$ cat src/rtl/pmux_result_fifo_if.sv
// rtl/pmux_result_fifo_if.sv - producer/consumer handshake bundle for the result FIFO
interface pmux_result_fifo_if #(
   parameter int WIDTH = 16
);
   logic             in_valid;
   logic [WIDTH-1:0] in_data;
   logic             in_ready;
   logic             out_valid;
   logic [WIDTH-1:0] out_data;
   logic             out_ready;

   // Environment side: drives the producer and consumer controls.
   modport master (
      output in_valid,
      output in_data,
      output out_ready,
      input  in_ready,
      input  out_valid,
      input  out_data
   );

   // FIFO side.
   modport slave (
      input  in_valid,
      input  in_data,
      input  out_ready,
      output in_ready,
      output out_valid,
      output out_data
   );
endinterface

$ cat src/rtl/pmux_result_fifo.sv
// rtl/pmux_result_fifo.sv - first-word-fall-through capture FIFO with checksum and accept counter
module pmux_result_fifo #(
   parameter int WIDTH  = 16,
   parameter int DEPTH  = 4,
   parameter int ADDR_W = 2
) (
   input  logic                clk,
   input  logic                rst_n,
   pmux_result_fifo_if.slave   bus,
   input  logic                clr,
   output logic [ADDR_W:0]     count,
   output logic [WIDTH-1:0]    checksum,
   output logic [15:0]         accepted,
   output logic                drop_err
);

   localparam logic [ADDR_W:0] FULL_CNT = (ADDR_W + 1)'(DEPTH);

   logic [WIDTH-1:0]  mem [DEPTH];
   logic [ADDR_W-1:0] wr_ptr;
   logic [ADDR_W-1:0] rd_ptr;
   logic              push;
   logic              pop;

   // Flow control comes from registered occupancy only, so no input reaches an output combinationally.
   assign bus.in_ready  = (count != FULL_CNT);
   assign bus.out_valid = (count != '0);
   assign bus.out_data  = mem[rd_ptr];

   assign push = bus.in_valid  && bus.in_ready;
   assign pop  = bus.out_valid && bus.out_ready;

   // Storage array is not reset; its contents are only observed while out_valid is high.
   always_ff @(posedge clk) begin
      if (push) begin
         mem[wr_ptr] <= bus.in_data;
      end
   end

   // Pointers and occupancy; pointers wrap naturally because DEPTH is a power of two.
   always_ff @(posedge clk or negedge rst_n) begin
      if (!rst_n) begin
         wr_ptr <= '0;
         rd_ptr <= '0;
         count  <= '0;
      end else begin
         if (push) begin
            wr_ptr <= wr_ptr + 1'b1;
         end
         if (pop) begin
            rd_ptr <= rd_ptr + 1'b1;
         end
         case ({push, pop})
            2'b10:   count <= count + 1'b1;
            2'b01:   count <= count - 1'b1;
            default: count <= count;
         endcase
      end
   end

   // Running checksum and accept counter; a same-cycle clear zeroes first, then the push accumulates.
   always_ff @(posedge clk or negedge rst_n) begin
      if (!rst_n) begin
         checksum <= '0;
         accepted <= '0;
      end else if (push) begin
         checksum <= (clr ? '0 : checksum) + bus.in_data;
         accepted <= (clr ? 16'd0 : accepted) + 16'd1;
      end else if (clr) begin
         checksum <= '0;
         accepted <= '0;
      end
   end

   // Sticky overflow flag: any offered value that the full FIFO had to refuse; only reset clears it.
   always_ff @(posedge clk or negedge rst_n) begin
      if (!rst_n) begin
         drop_err <= 1'b0;
      end else if (bus.in_valid && !bus.in_ready) begin
         drop_err <= 1'b1;
      end
   end

endmodule

$ cat src/flat_wrapper.sv
// flat-port wrapper written by rule: the top's interface ports become plain ports
module pmux_result_fifo_flat 
#(
   parameter int WIDTH  = 16,
   parameter int DEPTH  = 4,
   parameter int ADDR_W = 2
)
  (clk, rst_n, clr, count, checksum, accepted, drop_err, bus_in_valid, bus_in_data, bus_out_ready, bus_in_ready, bus_out_valid, bus_out_data);
  pmux_result_fifo_if #(.WIDTH(WIDTH)) bus_i ();
  input  logic clk;
  input  logic rst_n;
  input  logic clr;
  output logic [ADDR_W:0] count;
  output logic [WIDTH-1:0] checksum;
  output logic [15:0] accepted;
  output logic drop_err;
  input wire logic [$bits(bus_i.in_valid)-1:0] bus_in_valid;
  input wire logic [$bits(bus_i.in_data)-1:0] bus_in_data;
  input wire logic [$bits(bus_i.out_ready)-1:0] bus_out_ready;
  output wire logic [$bits(bus_i.in_ready)-1:0] bus_in_ready;
  output wire logic [$bits(bus_i.out_valid)-1:0] bus_out_valid;
  output wire logic [$bits(bus_i.out_data)-1:0] bus_out_data;
  assign bus_i.in_valid = bus_in_valid;
  assign bus_i.in_data = bus_in_data;
  assign bus_i.out_ready = bus_out_ready;
  assign bus_in_ready = bus_i.in_ready;
  assign bus_out_valid = bus_i.out_valid;
  assign bus_out_data = bus_i.out_data;
  pmux_result_fifo #(.WIDTH(WIDTH), .DEPTH(DEPTH), .ADDR_W(ADDR_W)) u_core (.clk(clk), .rst_n(rst_n), .bus(bus_i), .clr(clr), .count(count), .checksum(checksum), .accepted(accepted), .drop_err(drop_err));
endmodule
$ cat config.mk
export PLATFORM = sky130hd
export DESIGN_NAME = pmux_result_fifo_flat
export DESIGN_NICKNAME = d
export VERILOG_FILES = /design/src/rtl/pmux_result_fifo_if.sv /design/src/rtl/pmux_result_fifo.sv /design/src/flat_wrapper.sv
export SDC_FILE = /design/constraint.sdc
export NUM_CORES = 1
export LEC_CHECK = 0
export BUFFER_PORTS_ARGS = -buffer_cell sky130_fd_sc_hd__buf_2
export CORE_UTILIZATION = 51
export CTS_CLUSTER_SIZE = 30
export DETAILED_ROUTE_END_ITERATION = 10
export GPL_ROUTABILITY_DRIVEN = 0
export PLACE_DENSITY = 0.85
export SETUP_SLACK_MARGIN = 0.05
export SYNTH_ARGS = -nofsm -noshare
export SYNTH_HDL_FRONTEND = slang
export SYNTH_SLANG_ARGS = --single-unit
$ cat constraint.sdc
create_clock -name clk -period 2.5 [get_ports clk]
set_input_delay 0.125 -clock clk [delete_from_list [all_inputs] [get_ports clk]]
set_output_delay 0.125 -clock clk [all_outputs]
set_load 0.02 [all_outputs]
==> impl_metrics.ini <==
[yosys]
synthTopCellsByCount = 64 x edfxtp_1, 40 x dfrtp_1, 21 x ha_1, 19 x nor2b_1, 18 x nor2_1
synthMuxAreaShare_pct = 9.65
synth-seq-cells = 104
synth_fa_ha_area_share_pct = 6.04
synthXorXnorAreaFrac_pct = 5.41
synth_cells = 363
synth_cell_types = 50
async_flop_share_pct = 38.5
synth.cell_area_um2 = 5020
yosysSeqAreaShare_pct = 58.3
avgSynthCellArea_um2 = 13.8
synth_edf_count = 64
synth.top_cell.area_share_pct = 38.3
synth_top_family_by_area = simple AND/OR/NAND/NOR gates
synth_area_leader_cell = edfxtp_1
synth_compound_area_share_pct = 6.61
syn-num-nets = 407
yosys.area_share.simple_pct = 11.1
yosys_warnings = 0
synth_area_leaders = edfxtp_1 38%, dfrtp_1 20%, mux4_2 7.2%
synthFlopType = edfxtp_1
synth_most_common_cell = edfxtp_1

[setup_path]
crit_chain = nor2b_1, ha_1, a21oi_1, nor3_1, nor3_2, nand4_1, mux2_2, a221o_1
end_kind = register
cp.buffers_inverters = 0
r2r_slack_ns = 0.16
worst-endpoint-required_ns = 2.75
startpoint = u_core.checksum[8]
path_max_fanout = 5
critPathKind = register to register
crit_path_max_incr_delay_ns = 0.41
cp.arrival_ns = 2.59
path_delay_family = simple AND/OR/NAND/NOR gates
r2r-start = u_core.checksum[8]
start_kind = register
crit_slowest_cell = dfrtp_1

[timing]
fin_skew_ns = 0.00844
period_needed_ns = 2.34
relSlewSlack_pct = 35.8
final.period_utilization_pct = 93.8
hold_ws_ns = 0.0175
rsz0062_at_grt = yes
max_freq_mhz = 427
setup_violations = 0
final_max_slew_viol_count = 0
fin_ws_ns = 0.156
finalHoldViolations = 0
tightestPinTransition_ns = 0.963

[placed_design]
preCtsSetupSlack_ns = -0.0270
io_buffers = 74
place_hpwl_mm = 7.39

[floorplanning]
dieWidth_um = 101
start_util_pct = 53.5
pin_count = 75
die_y_um = 101
rows = 35
fp.coreArea_um2 = 9370
die_area_um2 = 10200

[cells_and_area]
final_layout_size_suffix_gt1_share_pct = 33.3
diodes = 0
fillCellCount = 727
syn_to_final_growth_pct = 19.5
fin_nets = 508

[grt]
grt.total_usage_pct = 22.6
grt_pass1_vias = 3405
grt_pass1_wl_mm = 17.2
grt_max_degree = 41
grt.overflow.total = 0
antenna_found_initial = 0

[detailed_routing]
drt-total-wl_mm = 10.7
drtPass1Iterations = 4
vias_per_cell = 5.60
drtAntennaViolNets = 0
drt_iter0_markers = 226
post-route-drc-count = 0
via_count = 3347
wl_per_cell_um = 17.9

[clock_tree]
cts_buffers = 9
cts_tree = built
cts.sinks = 104
clk_pin_slew_ns = 0.09
htreeDepth = 3
clk_latency_ns = 0.36
cts.path.max_buffers = 2
root_buffer = clkbuf_8

[power]
leakage_nw = 2.47
max-vdd-ir-drop_uv = 489
p_per_area_nw_per_um2 = 1060

[hold_path]
min_path_type = input pin to register
hp-start = bus_in_data[9]

[status]
outcome = completed

[flow_run]
cap_violations = 0
==> logic make-up after synthesis <==
logic type               count (synthesis)
AO/OA/AOI/OAI                           50
XOR/XNOR                                31
adder cells (fa/ha/maj)                 23
buffers and inverters                   28
flip-flops                             104
multiplexers                            27
AND/OR/NAND/NOR                        100
==> flip-flops by register name, summed over array words and instances, names as in the netlist <==
register and flops:
u_core.mem 64, u_core.rd_ptr 2, u_core.accepted 16, u_core.wr_ptr 2
u_core.checksum 16, u_core.drop_err 1, u_core.count 3
==> layout by cell type (no fill, tap or decap), types with 2 or more instances in the layout <==
cell	count
buf_2	74
edfxtp_1	64
dfrtp_1	37
ha_1	19
buf_4	19
nor2_1	18
xnor2_1	17
nor2b_1	17
mux4_2	16
nand2_1	16
xor2_1	14
a21oi_1	14
inv_1	13
o21ai_0	13
mux2_2	11
dlygate4sd3_1	11
clkbuf_8	10
nand4_1	9
nand3_1	8
and3_1	5
nor3_1	4
o21bai_1	4
or3_1	3
a21o_1	3
nor3_2	3
dfrtp_2	3
and2_4	2
nand2b_1	2
and4_1	2
nor2b_2	2
a21oi_2	2
o21ai_1	2
ha_4	2
clkbuf_1	2
bufinv_16	2
==> final timing paths <==
| path | endpoint | depth (start not counted) |
|---|---|---|
| min in group asynchronous | u_core.checksum[2] | 2 |
| worst max-delay path | u_core.checksum[15] | 8 |
| worst min-delay path | u_core.mem[2][9] | 1 |
| max in group asynchronous | u_core.count[2] | 2 |
| worst max register to register | u_core.checksum[15] | 8 |
| worst min register to register | u_core.count[2] | 1 |
==> worst register-to-register path, cell delays in order, from the launching register on <==
cell and delay [ns]:
dfrtp_1 0.41, nor2b_1 0.16, ha_1 0.36, a21oi_1 0.25
nor3_1 0.09, nor3_2 0.26, nand4_1 0.13, mux2_2 0.28
a221o_1 0.31
==> cell type report <==
cell class                      count  area, um2  share of cell area, %
Tap cell                          129        161                   2.69
Multi-Input combinational cell    231       2000                   33.4
Clock buffer                       12        145                   2.42
Clock inverter                      4       76.3                   1.27
Inverter                           14       57.6                  0.960
Sequential cell                   104       2930                   48.8
Timing Repair Buffer              104        623                   10.4
==> per-stage QoR <==
| stage | TNS, ns | area (um2) | instances | total power, W | utilization, % |
|---|---|---|---|---|---|
| 2_1_floorplan | -0.0127 | 5040 | 363 | 0.00433 | - |
| 3_3_place_gp | 0 | 5600 | 568 | 0.00504 | 59.7 |
| 3_5_place_dp | -0.0669 | 5600 | 568 | 0.00515 | 59.7 |
| 4_1_cts | 0 | 5940 | 595 | 0.00632 | 63.4 |
| 5_1_grt | 0 | 5990 | 598 | 0.00670 | 64.0 |
| 6_report | 0 | 5990 | 598 | 0.00634 | 64.0 |
==> per-layer routing <==
layer  vias to the layer above  GRT usage [%]  routed length, um
li1                       1545              -                  -
met1                      1662           28.5               4430
met2                       119           38.5               5520
met3                        21           4.28                525
met4                         0           9.25                245
met5                         -              0                  0
==> power by group <==
part	switching, W	internal, W
Clock	0.000549	0.000596
Combinational	0.00157	0.00115
Sequential	0.000224	0.00225
Total	0.00234	0.00400
==> what timing repair did <==
action / 4_1_cts / 5_1_grt
pin swaps: 0 / 4
hold buffers: 11 / 0
resized for setup: 4 / 10
endpoints found under the hold margin: 79 / 0
setup buffers: 0 / 3
setup endpoints to repair: 4 / 5
No activity file was read; power rests on OpenSTA's default activity.
